===== src/rtl/imem_boot_loader.sv =====
// Boot/run controller: streams a program into the CPU instruction memory,
// holds the CPU in reset while loading, then runs it until the halt PC or a timeout.
module imem_boot_loader #(
  parameter int unsigned ADDR_W      = 8,
  parameter logic [31:0] HALT_PC     = 32'h0000_0054,
  parameter logic [31:0] TIMEOUT_CYC = 32'd1_000_000,
  parameter int unsigned RST_HOLD    = 2
) (
  input  logic              clk,
  input  logic              rstn,
  input  logic              host_valid,
  input  logic [31:0]       host_data,
  input  logic              host_last,
  output logic              host_ready,
  output logic              imem_we,
  output logic [ADDR_W-1:0] imem_addr,
  output logic [31:0]       imem_wdata,
  output logic              cpu_rstn,
  output logic              cpu_clk_en,
  input  logic [31:0]       cpu_pc,
  input  logic [31:0]       dmem_word0,
  output logic              busy,
  output logic              done,
  output logic              timeout,
  output logic              overflow,
  output logic [7:0]        result,
  output logic [31:0]       cycle_count
);

  // state   | meaning
  // IDLE    | no program loaded yet, waiting for the first word
  // LOAD    | writing accepted words to consecutive addresses
  // HOLD    | program loaded, CPU kept in reset for RST_HOLD cycles
  // RUN     | CPU clocked, counting cycles, watching for halt PC / timeout
  // DONE    | run finished or load overflowed; results held
  typedef enum logic [2:0] {
    ST_IDLE,
    ST_LOAD,
    ST_HOLD,
    ST_RUN,
    ST_DONE
  } state_t;

  localparam int unsigned HW = (RST_HOLD > 1) ? $clog2(RST_HOLD) : 1;
  localparam logic [HW-1:0] HOLD_INIT = (RST_HOLD > 0) ? HW'(RST_HOLD - 1) : '0;
  localparam logic [ADDR_W-1:0] ADDR_MAX = '1;

  state_t            state, state_nxt;
  logic [HW-1:0]     hold_cnt, hold_nxt;
  logic              ready_nxt, we_nxt, rstn_nxt, clken_nxt, busy_nxt;
  logic              done_nxt, timeout_nxt, ovf_nxt;
  logic [ADDR_W-1:0] addr_nxt;
  logic [31:0]       wdata_nxt, count_nxt;
  logic [7:0]        result_nxt;
  logic              accept;
  logic              unused_dmem;

  assign unused_dmem = ^dmem_word0[31:8];
  assign accept      = host_valid && host_ready;

  always_ff @(posedge clk or negedge rstn) begin
    if (!rstn) begin
      state       <= ST_IDLE;
      hold_cnt    <= '0;
      host_ready  <= 1'b1;
      imem_we     <= 1'b0;
      imem_addr   <= '0;
      imem_wdata  <= '0;
      cpu_rstn    <= 1'b0;
      cpu_clk_en  <= 1'b0;
      busy        <= 1'b0;
      done        <= 1'b0;
      timeout     <= 1'b0;
      overflow    <= 1'b0;
      result      <= '0;
      cycle_count <= '0;
    end else begin
      state       <= state_nxt;
      hold_cnt    <= hold_nxt;
      host_ready  <= ready_nxt;
      imem_we     <= we_nxt;
      imem_addr   <= addr_nxt;
      imem_wdata  <= wdata_nxt;
      cpu_rstn    <= rstn_nxt;
      cpu_clk_en  <= clken_nxt;
      busy        <= busy_nxt;
      done        <= done_nxt;
      timeout     <= timeout_nxt;
      overflow    <= ovf_nxt;
      result      <= result_nxt;
      cycle_count <= count_nxt;
    end
  end

  always_comb begin
    state_nxt   = state;
    hold_nxt    = hold_cnt;
    we_nxt      = 1'b0;
    addr_nxt    = imem_addr;
    wdata_nxt   = imem_wdata;
    rstn_nxt    = cpu_rstn;
    clken_nxt   = cpu_clk_en;
    done_nxt    = done;
    timeout_nxt = timeout;
    ovf_nxt     = overflow;
    result_nxt  = result;
    count_nxt   = cycle_count;

    unique case (state)
      ST_IDLE, ST_DONE: begin
        if (accept) begin
          we_nxt      = 1'b1;
          addr_nxt    = '0;
          wdata_nxt   = host_data;
          done_nxt    = 1'b0;
          timeout_nxt = 1'b0;
          ovf_nxt     = 1'b0;
          result_nxt  = '0;
          count_nxt   = '0;
          rstn_nxt    = 1'b0;
          clken_nxt   = 1'b0;
          hold_nxt    = HOLD_INIT;
          state_nxt   = host_last ? ST_HOLD : ST_LOAD;
        end
      end
      ST_LOAD: begin
        if (accept) begin
          // imem_addr is the last written address here; a full memory rejects the word
          if (imem_addr == ADDR_MAX) begin
            ovf_nxt   = 1'b1;
            done_nxt  = 1'b1;
            state_nxt = ST_DONE;
          end else begin
            we_nxt    = 1'b1;
            addr_nxt  = imem_addr + 1'b1;
            wdata_nxt = host_data;
            hold_nxt  = HOLD_INIT;
            if (host_last) state_nxt = ST_HOLD;
          end
        end
      end
      ST_HOLD: begin
        if (hold_cnt == '0) begin
          rstn_nxt  = 1'b1;
          clken_nxt = 1'b1;
          state_nxt = ST_RUN;
        end else begin
          hold_nxt = hold_cnt - 1'b1;
        end
      end
      ST_RUN: begin
        if (cpu_clk_en) count_nxt = cycle_count + 32'd1;
        if (cpu_pc == HALT_PC) begin
          clken_nxt   = 1'b0;
          result_nxt  = dmem_word0[7:0];
          done_nxt    = 1'b1;
          timeout_nxt = 1'b0;
          state_nxt   = ST_DONE;
        end else if (cycle_count == TIMEOUT_CYC - 32'd1) begin
          clken_nxt   = 1'b0;
          result_nxt  = dmem_word0[7:0];
          done_nxt    = 1'b1;
          timeout_nxt = 1'b1;
          state_nxt   = ST_DONE;
        end
      end
      default: begin
        state_nxt = ST_IDLE;
      end
    endcase

    ready_nxt = (state_nxt == ST_IDLE) || (state_nxt == ST_LOAD) || (state_nxt == ST_DONE);
    busy_nxt  = (state_nxt == ST_LOAD) || (state_nxt == ST_HOLD) || (state_nxt == ST_RUN);
  end

endmodule


===== config.mk =====
export PLATFORM = sky130hd
export DESIGN_NAME = imem_boot_loader
export DESIGN_NICKNAME = d
export VERILOG_FILES = /design/src/rtl/imem_boot_loader.sv
export SDC_FILE = /design/constraint.sdc
export NUM_CORES = 1
export LEC_CHECK = 0
export ABC_CLOCK_PERIOD_IN_PS = 2400
export BUFFER_PORTS_ARGS = -buffer_cell sky130_fd_sc_hd__clkbuf_2
export CORE_MARGIN = 2
export CORE_UTILIZATION = 35
export CTS_CLUSTER_DIAMETER = 80
export DETAILED_ROUTE_END_ITERATION = 12
export SYNTH_ARGS = -nofsm -noshare
export SYNTH_HDL_FRONTEND = slang
export SYNTH_SLANG_ARGS = --single-unit

===== constraint.sdc =====
create_clock -name clk -period 2.4 [get_ports clk]
set_clock_uncertainty 0.1 [all_clocks]
set_input_delay 0.24 -clock clk [delete_from_list [all_inputs] [get_ports clk]]
set_output_delay 0.24 -clock clk [all_outputs]
set_load 0.05 [all_outputs]

==> impl_metrics.py, run 1 <==
metrics = {
    "run_status": {
        "status": "completed",
    },
    "finish": {
        "mostFrequentLayoutCells": "clkbuf_2, dfrtp_1, nor2_1",
        "antenna_cells": 0,
        "post-route-util_pct": 47.4,
        "syn2layout_area_growth_pct": 32.7,
        "final_common_cell": "clkbuf_2",
        "ff_latch_area_sq_um": 2300,
        "finalNetCount": 677,
        "drive_above_1_share_pct": 43.4,
        "fillCellCount": 1166,
        "multi_input_area_sq_um": 1890,
    },
    "global_route": {
        "gr-total-overflow": 0,
        "grt_pass1_wl_um": 18000,
        "grt_max_degree": 47,
        "track_usage_pct": 17.3,
        "antenna_found_initial": 0,
        "grt_pass1_vias": 3621,
    },
    "detailed_routing": {
        "routedWlPerCell_um": 15.0,
        "drt-total-wl_um": 10900,
        "route.detailed.drc": 0,
        "vias": 3617,
        "ant_nets": 0,
        "first_iter_violations": 259,
        "drt-pass1-iter-count": 4,
        "vias_per_cell": 4.98,
    },
    "sta": {
        "grt_setup_unrepaired": "no",
        "max_slew_margin_pct": 52.8,
        "tightest_slew_ns": 0.708,
        "maxSlewViolCount": 0,
        "period_minus_slack_ns": 2.25,
        "setup_viol": 0,
        "fmax_mhz": 444,
        "period_share_pct": 93.8,
        "hold_viol_final": 0,
        "fin_setup_tns_ns": 0,
    },
    "clocking": {
        "numClockSinks": 92,
        "ctsLongestPathBuffers": 2,
        "insertion_delay_ns": 0.34,
        "clkTransAtPathRegs_ns": 0.06,
        "cts_htree_levels": 3,
        "cts_made_buffers": 9,
        "cts_tree": "built",
        "cts-root-buf": "clkbuf_16",
    },
    "yosys": {
        "avgSynthCellArea_sq_um": 11.0,
        "yosysTopAreaCell": "dfrtp_1",
        "syn_area_sq_um": 4290,
        "async_flop_share_pct": 100,
        "ys_types": 60,
        "synth-main-ff-cell": "dfrtp_1",
        "ys_seq_area_share_pct": 53.7,
        "yosys_warnings": 0,
        "synth-edff-count": 0,
        "netlist.area_leader.share_pct": 53.1,
        "ys_top_cells_by_area": "dfrtp_1, mux2_2, nor2_1",
        "ys_ff_latch": 92,
        "syn_inst": 391,
        "synth_fp_nets": 493,
    },
    "placed_design": {
        "port_buffers": 163,
        "gp_congestion": 0.827,
        "dpl.hpwl_um": 8060,
    },
    "hold_path": {
        "min_from": "dmem_word0[5]",
        "min_path_type": "in2reg",
    },
    "setup_path": {
        "r2r-start": "cycle_count[19]$_DFFE_PN0P_",
        "worstSetupEndpointType": "flip-flop",
        "slowest_delay_ns": 0.53,
        "startpoint_type": "flip-flop",
        "slowest_stage": "or4_1",
        "crit_required_ns": 2.50,
        "crit_path_start": "cycle_count[19]$_DFFE_PN0P_",
        "worstSetupPathType": "reg2reg",
        "arrival_ns": 2.35,
        "cp_max_fo": 6,
        "path_cells": "nand2_2 > or4_4 > nor4_4 > nor3b_2 > or4_1",
    },
    "power": {
        "power_density_nw_per_um2": 524,
        "p_leak_nw": 2.95,
        "ir_drop_v": 0.000290,
    },
    "die": {
        "core.rowCount": 40,
        "die_h_um": 115,
        "initial_core_util_pct": 35.7,
        "die_x_um": 115,
        "die_area_sq_um": 13200,
        "core_sq_um": 12000,
        "pin_count": 188,
    },
    "flow_run": {
        "maxCapViolations": 0,
    },
}
==> repair_timing <==
| item | in CTS | in global routing |
|---|---|---|
| buffers inserted | 0 | 0 |
| setup endpoints to repair | 0 | 8 |
| hold buffers | 1 | 0 |
| resized for setup | 0 | 1 |
| hold endpoints to repair | 42 | 0 |
==> worst max-delay path, delay by kind of cell, from the launching register on <==
| kind | cells | cell delay [ns] |
|---|---|---|
| and+or+nand+nor | 5 | 1.58 |
| DFF | 1 | 0.44 |
==> layout make-up <==
class	instances	area share [%]
Inverter	8	0.527
Multi-Input combinational cell	277	33.2
Timing Repair Buffer	187	17.8
Clock buffer	13	4.39
Clock inverter	3	0.395
Sequential cell	92	40.4
Tap cell	147	3.23
==> path summary, 6_finish.rpt <==
check	depth (start not counted)	end	slack, ns
worst max-delay path	5	busy$_DFF_PN0_	0.15
worst min-delay path	3	result[5]$_DFFE_PN0P_	0.02
worst max register to register	5	busy$_DFF_PN0_	0.15
worst min register to register	2	overflow$_DFFE_PN0P_	0.40
max in group asynchronous	3	imem_wdata[10]$_DFFE_PN0P_	1.15
min in group asynchronous	2	cycle_count[12]$_DFFE_PN0P_	0.36
==> per-layer routing <==
| metal | share of wire [%] | vias up | track usage [%] |
|---|---|---|---|
| met5 | 0 | - | 0 |
| met3 | 7.6 | 14 | 5.59 |
| met1 | 43 | 1728 | 21.9 |
| met2 | 48 | 115 | 27.9 |
| li1 | - | 1760 | - |
| met4 | 1.6 | 0 | 6.35 |
==> registers in the layout, summed over array words and instances (netlist names), 3 cells and up <==
| name | count |
|---|---|
| cycle_count | 32 |
| imem_wdata | 32 |
| imem_addr | 8 |
| result | 8 |
| state | 3 |
==> cells by family (layout without fill, tap and decap cells) <==
group	after synthesis	after routing	share of synthesized area [%]
buf+inv	22	211	2.36
fa+ha+maj	2	2	0.583
simple gates	168	168	21.0
flops	92	92	53.7
compound gates	36	36	5.80
xor+xnor	30	30	6.12
mux	41	41	10.5
==> through the flow <==
step	setup slack (ns)	total power [mW]	area [sq um]	instances	hold WS (ns)
after floorplan	0.0200	1.60	4290	391	-0.156
after global placement	0.101	1.70	5410	710	0.182
after CTS	0.0513	3.04	5690	727	0.00803
after global routing	0.0446	3.13	5700	727	0.0146
after detailed placement	0.0777	1.71	5410	710	0.186
final	0.150	2.98	5700	727	0.0247
==> where the power goes <==
part           internal (mW)  leakage (nW)  switching [mW]
logic                 0.0562          1.60          0.0622
registers               1.55          1.22         0.00316
clock network          0.735         0.134           0.573
==> synthesized netlist by cell type (all sizes together), types with 2 or more instances <==
master and count:
a21oi 6, and2 3, and3 4, and3b 2, buf 6, clkbuf 8
dfrtp 91, ha 2, inv 8, mux2 32, mux2i 9, nand2 35
nand3 22, nand3b 2, nand4 13, nor2 42, nor3 10, nor4 12
nor4b 5, o211ai 2, o21ai 15, or2 2, or3 5, or4 3
xnor2 14, xor2 16
Power figures use the tool's default switching activity.
==> run 2: changes to the inputs <==
--- a/config.mk
+++ b/config.mk
@@ -6,11 +6,11 @@
 export NUM_CORES = 1
 export LEC_CHECK = 0
 export ABC_CLOCK_PERIOD_IN_PS = 2400
-export BUFFER_PORTS_ARGS = -buffer_cell sky130_fd_sc_hd__clkbuf_2
 export CORE_MARGIN = 2
 export CORE_UTILIZATION = 35
 export CTS_CLUSTER_DIAMETER = 80
 export DETAILED_ROUTE_END_ITERATION = 12
+export DONT_BUFFER_PORTS = 1
 export SYNTH_ARGS = -nofsm -noshare
 export SYNTH_HDL_FRONTEND = slang
 export SYNTH_SLANG_ARGS = --single-unit
==> impl_metrics.py, run 2 (synthesis gave the netlist of run 1 again) <==
metrics = {
    "global_route": {
        "use_met2_pct": 29.2,
        "track_usage_pct": 17.3,
        "gr-total-overflow": 0,
        "gr-usage-met3_pct": 8.65,
        "grt_pass1_wl_um": 17700,
        "grt_max_degree": 93,
        "antenna_found_initial": 0,
        "grt_pass1_vias": 3533,
        "use_met1_pct": 19.6,
        "top_usage_layer": "met2",
    },
    "setup_path": {
        "slowest_stage": "or4_1",
        "rrSetupSlack_ns": 0.16,
        "cp_max_fo": 6,
        "slowest_delay_ns": 0.54,
        "startpoint_type": "flip-flop",
        "arrival_ns": 2.35,
        "path_cells": "ha_1 > and3_2 > nand2_1 > nor4_4 > nor3b_2 > or4_1",
        "worstSetupPathType": "reg2reg",
        "crit_required_ns": 2.51,
        "worstSetupEndpointType": "flip-flop",
    },
    "die": {
        "pin_count": 188,
        "core.rowCount": 40,
        "die_area_sq_um": 13200,
        "core_sq_um": 12000,
        "die_x_um": 115,
        "initial_core_util_pct": 35.7,
        "die_h_um": 115,
    },
    "finish": {
        "antenna_cells": 0,
        "mostFrequentLayoutCells": "dfrtp_1, buf_4, nor2_1",
        "fin_area_sq_um": 5580,
        "fin_cells": 637,
        "syn2layout_area_growth_pct": 29.9,
        "post-route-util_pct": 46.4,
        "final_common_cell": "dfrtp_1",
        "drive_above_1_share_pct": 25.5,
        "fillCellCount": 1096,
        "finalNetCount": 587,
        "reg.largest.list": "cycle_count: 32 flops, imem_wdata: 32 flops",
    },
    "sta": {
        "tightest_slew_ns": 0.708,
        "period_share_pct": 93.5,
        "grt_setup_unrepaired": "no",
        "maxSlewViolCount": 0,
        "setup_viol": 0,
        "period_minus_slack_ns": 2.24,
        "hold_viol_final": 92,
        "fin_setup_tns_ns": 0,
        "fmax_mhz": 446,
        "fin_ws_ns": 0.157,
        "holdWs_ns": -0.510,
        "max_slew_margin_pct": 52.8,
    },
    "clocking": {
        "cts_htree_levels": 3,
        "cts_made_buffers": 9,
        "cts_tree": "built",
        "numClockSinks": 92,
        "insertion_delay_ns": 0.34,
        "cts_hold_buf": 40,
        "ctsLongestPathBuffers": 2,
        "post_cts_buffers": 0,
        "clkTransAtPathRegs_ns": 0.06,
        "cts-root-buf": "clkbuf_16",
    },
    "placed_design": {
        "port_buffers": 0,
        "gp_congestion": 0.840,
        "placement.cell_area_sq_um": 4840,
        "dp.cells": 581,
        "dpl.hpwl_um": 7520,
        "dp_worst_setup_slack_ns": 0.0453,
    },
    "detailed_routing": {
        "drt-total-wl_um": 10900,
        "route.detailed.drc": 0,
        "routedWlPerCell_um": 17.2,
        "ant_nets": 0,
        "vias": 3324,
        "drt-pass1-iter-count": 4,
        "first_iter_violations": 182,
        "vias_per_cell": 5.22,
    },
    "power": {
        "p_leak_nw": 2.60,
        "p_total_mw": 3.17,
        "ir_drop_v": 0.000539,
        "power_density_nw_per_um2": 569,
    },
    "run_status": {
        "violations": "hold timing",
        "status": "finished, violations left",
    },
    "flow_run": {
        "maxCapViolations": 0,
    },
    "hold_path": {
        "min_path_type": "in2async",
    },
}
## run 2: repair_timing
item	CTS	global route
endpoints found under the hold margin	132	92
gates resized for setup	0	1
endpoints found under the setup margin	0	1
## run 2: final cells by class
class	instances	area, sq um	area share (%)
clock buffer	10	229	4.11
multi-input combinational	277	1890	34.0
inverter	8	30.0	0.539
timing repair buffer	97	841	15.1
tap	147	184	3.30
clock inverter	6	95.1	1.71
sequential	92	2300	41.3
## run 2: worst paths after layout
check,cells after the start,start,to
max,6,cycle_count[0]$_DFFE_PN0P_,busy$_DFF_PN0_
min,0,rstn,cycle_count[17]$_DFFE_PN0P_
max reg2reg,6,cycle_count[0]$_DFFE_PN0P_,busy$_DFF_PN0_
min reg2reg,1,hold_cnt$_DFFE_PN0P_,hold_cnt$_DFFE_PN0P_
max in group asynchronous,0,rstn,host_ready$_DFF_PN1_
min in group clk,3,host_last,host_ready$_DFF_PN1_
## run 2: layer usage
layer  share of wire [%]  up-vias
met5                   0        -
li1                    -     1579
met1                  39     1615
met4                 1.2        0
met2                  50      119
met3                 9.9       11
## run 2: critical path: cells and delay by family, from the launching register on
kind / cells / cell delay (ns)
fa+ha+maj: 1 / 0.20
flops: 1 / 0.37
simple gates: 5 / 1.44
## run 2: power by group
part	internal [mW]	switching [mW]
Sequential	1.55	0.00154
Clock	0.924	0.614
Combinational	0.0532	0.0263
==> run 3: changes to the inputs <==
--- a/config.mk
+++ b/config.mk
@@ -5,12 +5,14 @@
 export SDC_FILE = /design/constraint.sdc
 export NUM_CORES = 1
 export LEC_CHECK = 0
+export ABC_AREA = 1
 export ABC_CLOCK_PERIOD_IN_PS = 2400
 export CORE_MARGIN = 2
 export CORE_UTILIZATION = 35
 export CTS_CLUSTER_DIAMETER = 80
 export DETAILED_ROUTE_END_ITERATION = 12
 export DONT_BUFFER_PORTS = 1
+export PLACE_DENSITY = 0.49
 export SYNTH_ARGS = -nofsm -noshare
 export SYNTH_HDL_FRONTEND = slang
 export SYNTH_SLANG_ARGS = --single-unit
==> impl_metrics.py, run 3 <==
metrics = {
    "global_route": {
        "gr-total-overflow": 0,
        "grt_pass1_vias": 4488,
        "antenna_found_initial": 0,
        "grt_max_degree": 93,
        "grt_pass1_wl_um": 22200,
        "track_usage_pct": 18.9,
    },
    "placed_design": {
        "gp_congestion": 0.911,
        "dpl.hpwl_um": 9760,
        "placement.cell_area_sq_um": 5420,
        "port_buffers": 0,
    },
    "power": {
        "p_total_mw": 3.15,
        "clkPwrFrac_pct": 46.7,
        "power_density_nw_per_um2": 515,
        "p_int_mw": 2.46,
        "seqPwrFrac_pct": 49.4,
        "combPwrFrac_pct": 3.8,
        "p_leak_nw": 3.12,
        "sw_frac_of_total_pct": 22.0,
        "ir_drop_v": 0.000262,
        "switchingPower_mw": 0.694,
    },
    "yosys": {
        "ys_ff_latch": 92,
        "ys_top_cells_by_area": "dfrtp_1, nand2_1, nor2_1",
        "netlist.area_leader.share_pct": 46.2,
        "syn_area_sq_um": 4920,
        "synth-main-ff-cell": "dfrtp_1",
        "synth-edff-count": 0,
        "async_flop_share_pct": 100,
        "ys_types": 30,
        "syn_inst": 694,
        "yosys_warnings": 0,
        "avgSynthCellArea_sq_um": 7.10,
        "ys_top_cells_by_count": "nand2_1, nor2_1, dfrtp_1",
        "synth_fp_nets": 796,
        "synth_most_common_cell": "nand2_1",
        "yosysTopAreaCell": "dfrtp_1",
        "ys_seq_area_share_pct": 46.8,
    },
    "detailed_routing": {
        "vias": 4649,
        "first_iter_violations": 291,
        "drt-total-wl_um": 13600,
        "routedWlPerCell_um": 14.1,
        "route.detailed.drc": 0,
        "ant_nets": 0,
        "drt-pass1-iter-count": 4,
        "vias_per_cell": 4.83,
    },
    "clocking": {
        "numClockSinks": 92,
        "cts-root-buf": "clkbuf_16",
        "ctsLongestPathBuffers": 2,
        "cts_tree": "built",
        "cts_htree_levels": 3,
        "insertion_delay_ns": 0.34,
        "cts_hold_buf": 40,
        "clkTransAtPathRegs_ns": 0.07,
        "cts_made_buffers": 9,
    },
    "run_status": {
        "violations": "hold timing",
        "status": "finished, violations left",
    },
    "die": {
        "core.rowCount": 43,
        "core_sq_um": 13800,
        "initial_core_util_pct": 35.6,
        "pin_count": 188,
        "die_x_um": 123,
        "die_area_sq_um": 15000,
        "die_h_um": 123,
    },
    "sta": {
        "holdWs_ns": -0.509,
        "tightest_slew_ns": 0.619,
        "fmax_mhz": 497,
        "max_slew_margin_pct": 58.7,
        "period_share_pct": 83.8,
        "period_minus_slack_ns": 2.01,
        "hold_viol_final": 92,
        "maxSlewViolCount": 0,
        "setup_viol": 0,
        "grt_setup_unrepaired": "no",
        "fin_setup_tns_ns": 0,
    },
    "finish": {
        "antenna_cells": 0,
        "drive_above_1_share_pct": 10.6,
        "reg.largest.list": "cycle_count: 32 flops, imem_wdata: 32 flops",
        "final_common_cell": "nand2_1",
        "fin_area_sq_um": 6120,
        "mostFrequentLayoutCells": "nand2_1, nor2_1, dfrtp_1",
        "syn2layout_area_growth_pct": 24.4,
        "finalNetCount": 880,
    },
    "hold_path": {
        "min_path_type": "in2async",
    },
    "setup_path": {
        "cp_max_fo": 38,
        "arrival_ns": 2.17,
        "path_cells": "nor2_1 > inv_2 > nand2_2 > nand2_1 > clkinv_1 > nand2_2 > inv_2 > nand3_1 > o21ai_0",
        "startpoint_type": "flip-flop",
        "worstSetupPathType": "reg2reg",
        "slowest_delay_ns": 0.45,
        "worstSetupEndpointType": "flip-flop",
        "slowest_stage": "inv_2",
        "crit_required_ns": 2.56,
    },
    "flow_run": {
        "maxCapViolations": 0,
    },
}
==> run 3: cell types whose count changed after synthesis, sizes merged, moves of 7 or more <==
cell   previous run  this run
a21oi             6        16
buf               6        13
inv               8        70
mux2             32         0
mux2i             9         0
nand2            35       273
nand3            22        52
nor2             42       100
nor4             12         0
o21ai            15        30
xnor2            14         1
xor2             16         5
==> run 3: worst paths after layout <==
check	startpoint	to	slack, ns	depth (start not counted)
max	state[1]$_DFF_PN0_	imem_addr[5]$_DFFE_PN0P_	0.39	9
min	rstn	result[1]$_DFFE_PN0P_	-0.51	0
max reg2reg	state[1]$_DFF_PN0_	imem_addr[5]$_DFFE_PN0P_	0.39	9
min reg2reg	state[2]$_DFF_PN0_	state[2]$_DFF_PN0_	0.46	2
max in group asynchronous	rstn	host_ready$_DFF_PN1_	2.50	0
min in group clk	host_last	state[0]$_DFF_PN0_	0.07	3
==> run 3: area by class of cell <==
| cell class | instances | area [sq um] |
|---|---|---|
| Fill cell | 1387 | 7700 |
| Sequential cell | 92 | 2300 |
| Multi-Input combinational cell | 515 | 2260 |
| Timing Repair Buffer | 88 | 761 |
| Inverter | 72 | 270 |
| Clock buffer | 11 | 243 |
| Tap cell | 180 | 225 |
| Clock inverter | 5 | 61.3 |
==> run 3: metal layers <==
metal	routed length, um	GRT usage, %	up-vias	share of wire, %
li1	-	-	2342	-
met1	5970	23.4	2145	44
met2	6260	30.7	147	46
met3	1090	7.06	15	8.1
met4	242	5.82	0	1.8
met5	0	0	-	0
==> run 3: cells by family (layout without fill, tap and decap cells) <==
group           Yosys count  in the layout  synth area share [%]
flops                    92             92                  46.8
buf+inv                  87            176                  7.32
simple gates            456            456                  38.9
xor+xnor                  6              6                  1.07
compound gates           51             51                  5.39
fa+ha+maj                 2              2                 0.508
==> run 3: critical path: cells and delay by family, from the launching register on <==
family | cells | cell delay (ns)
AOI/OAI and AO/OA | 1 | 0.11
buffers and inverters | 3 | 0.61
DFF | 1 | 0.44
and+or+nand+nor | 5 | 0.67
==> run 3: what timing repair did <==
action	CTS	global route
setup buffers	0	0
hold endpoints to repair	132	92
resized for setup	0	0
==> run 3: metrics by stage <==
stage / worst slack (ns) / util (%) / std cells
6_report: 0.388 / 44.3 / 963
5_1_grt: 0.148 / 44.3 / 963
4_1_cts: 0.383 / 44.3 / 963
3_5_place_dp: 0.401 / 39.2 / 907
3_3_place_gp: 0.439 / 39.2 / 907
2_1_floorplan: 0.279 / - / 694
==> run 3: power groups by stage <==
stage                     sequential, mW  combinational (mW)  clock, mW
final                               1.56               0.121       1.47
after global routing                1.56               0.133       1.59
after CTS                           1.56               0.120       1.52
after detailed placement            1.59              0.0675          0
after global placement              1.59              0.0661          0
after floorplan                     1.60              0.0344          0
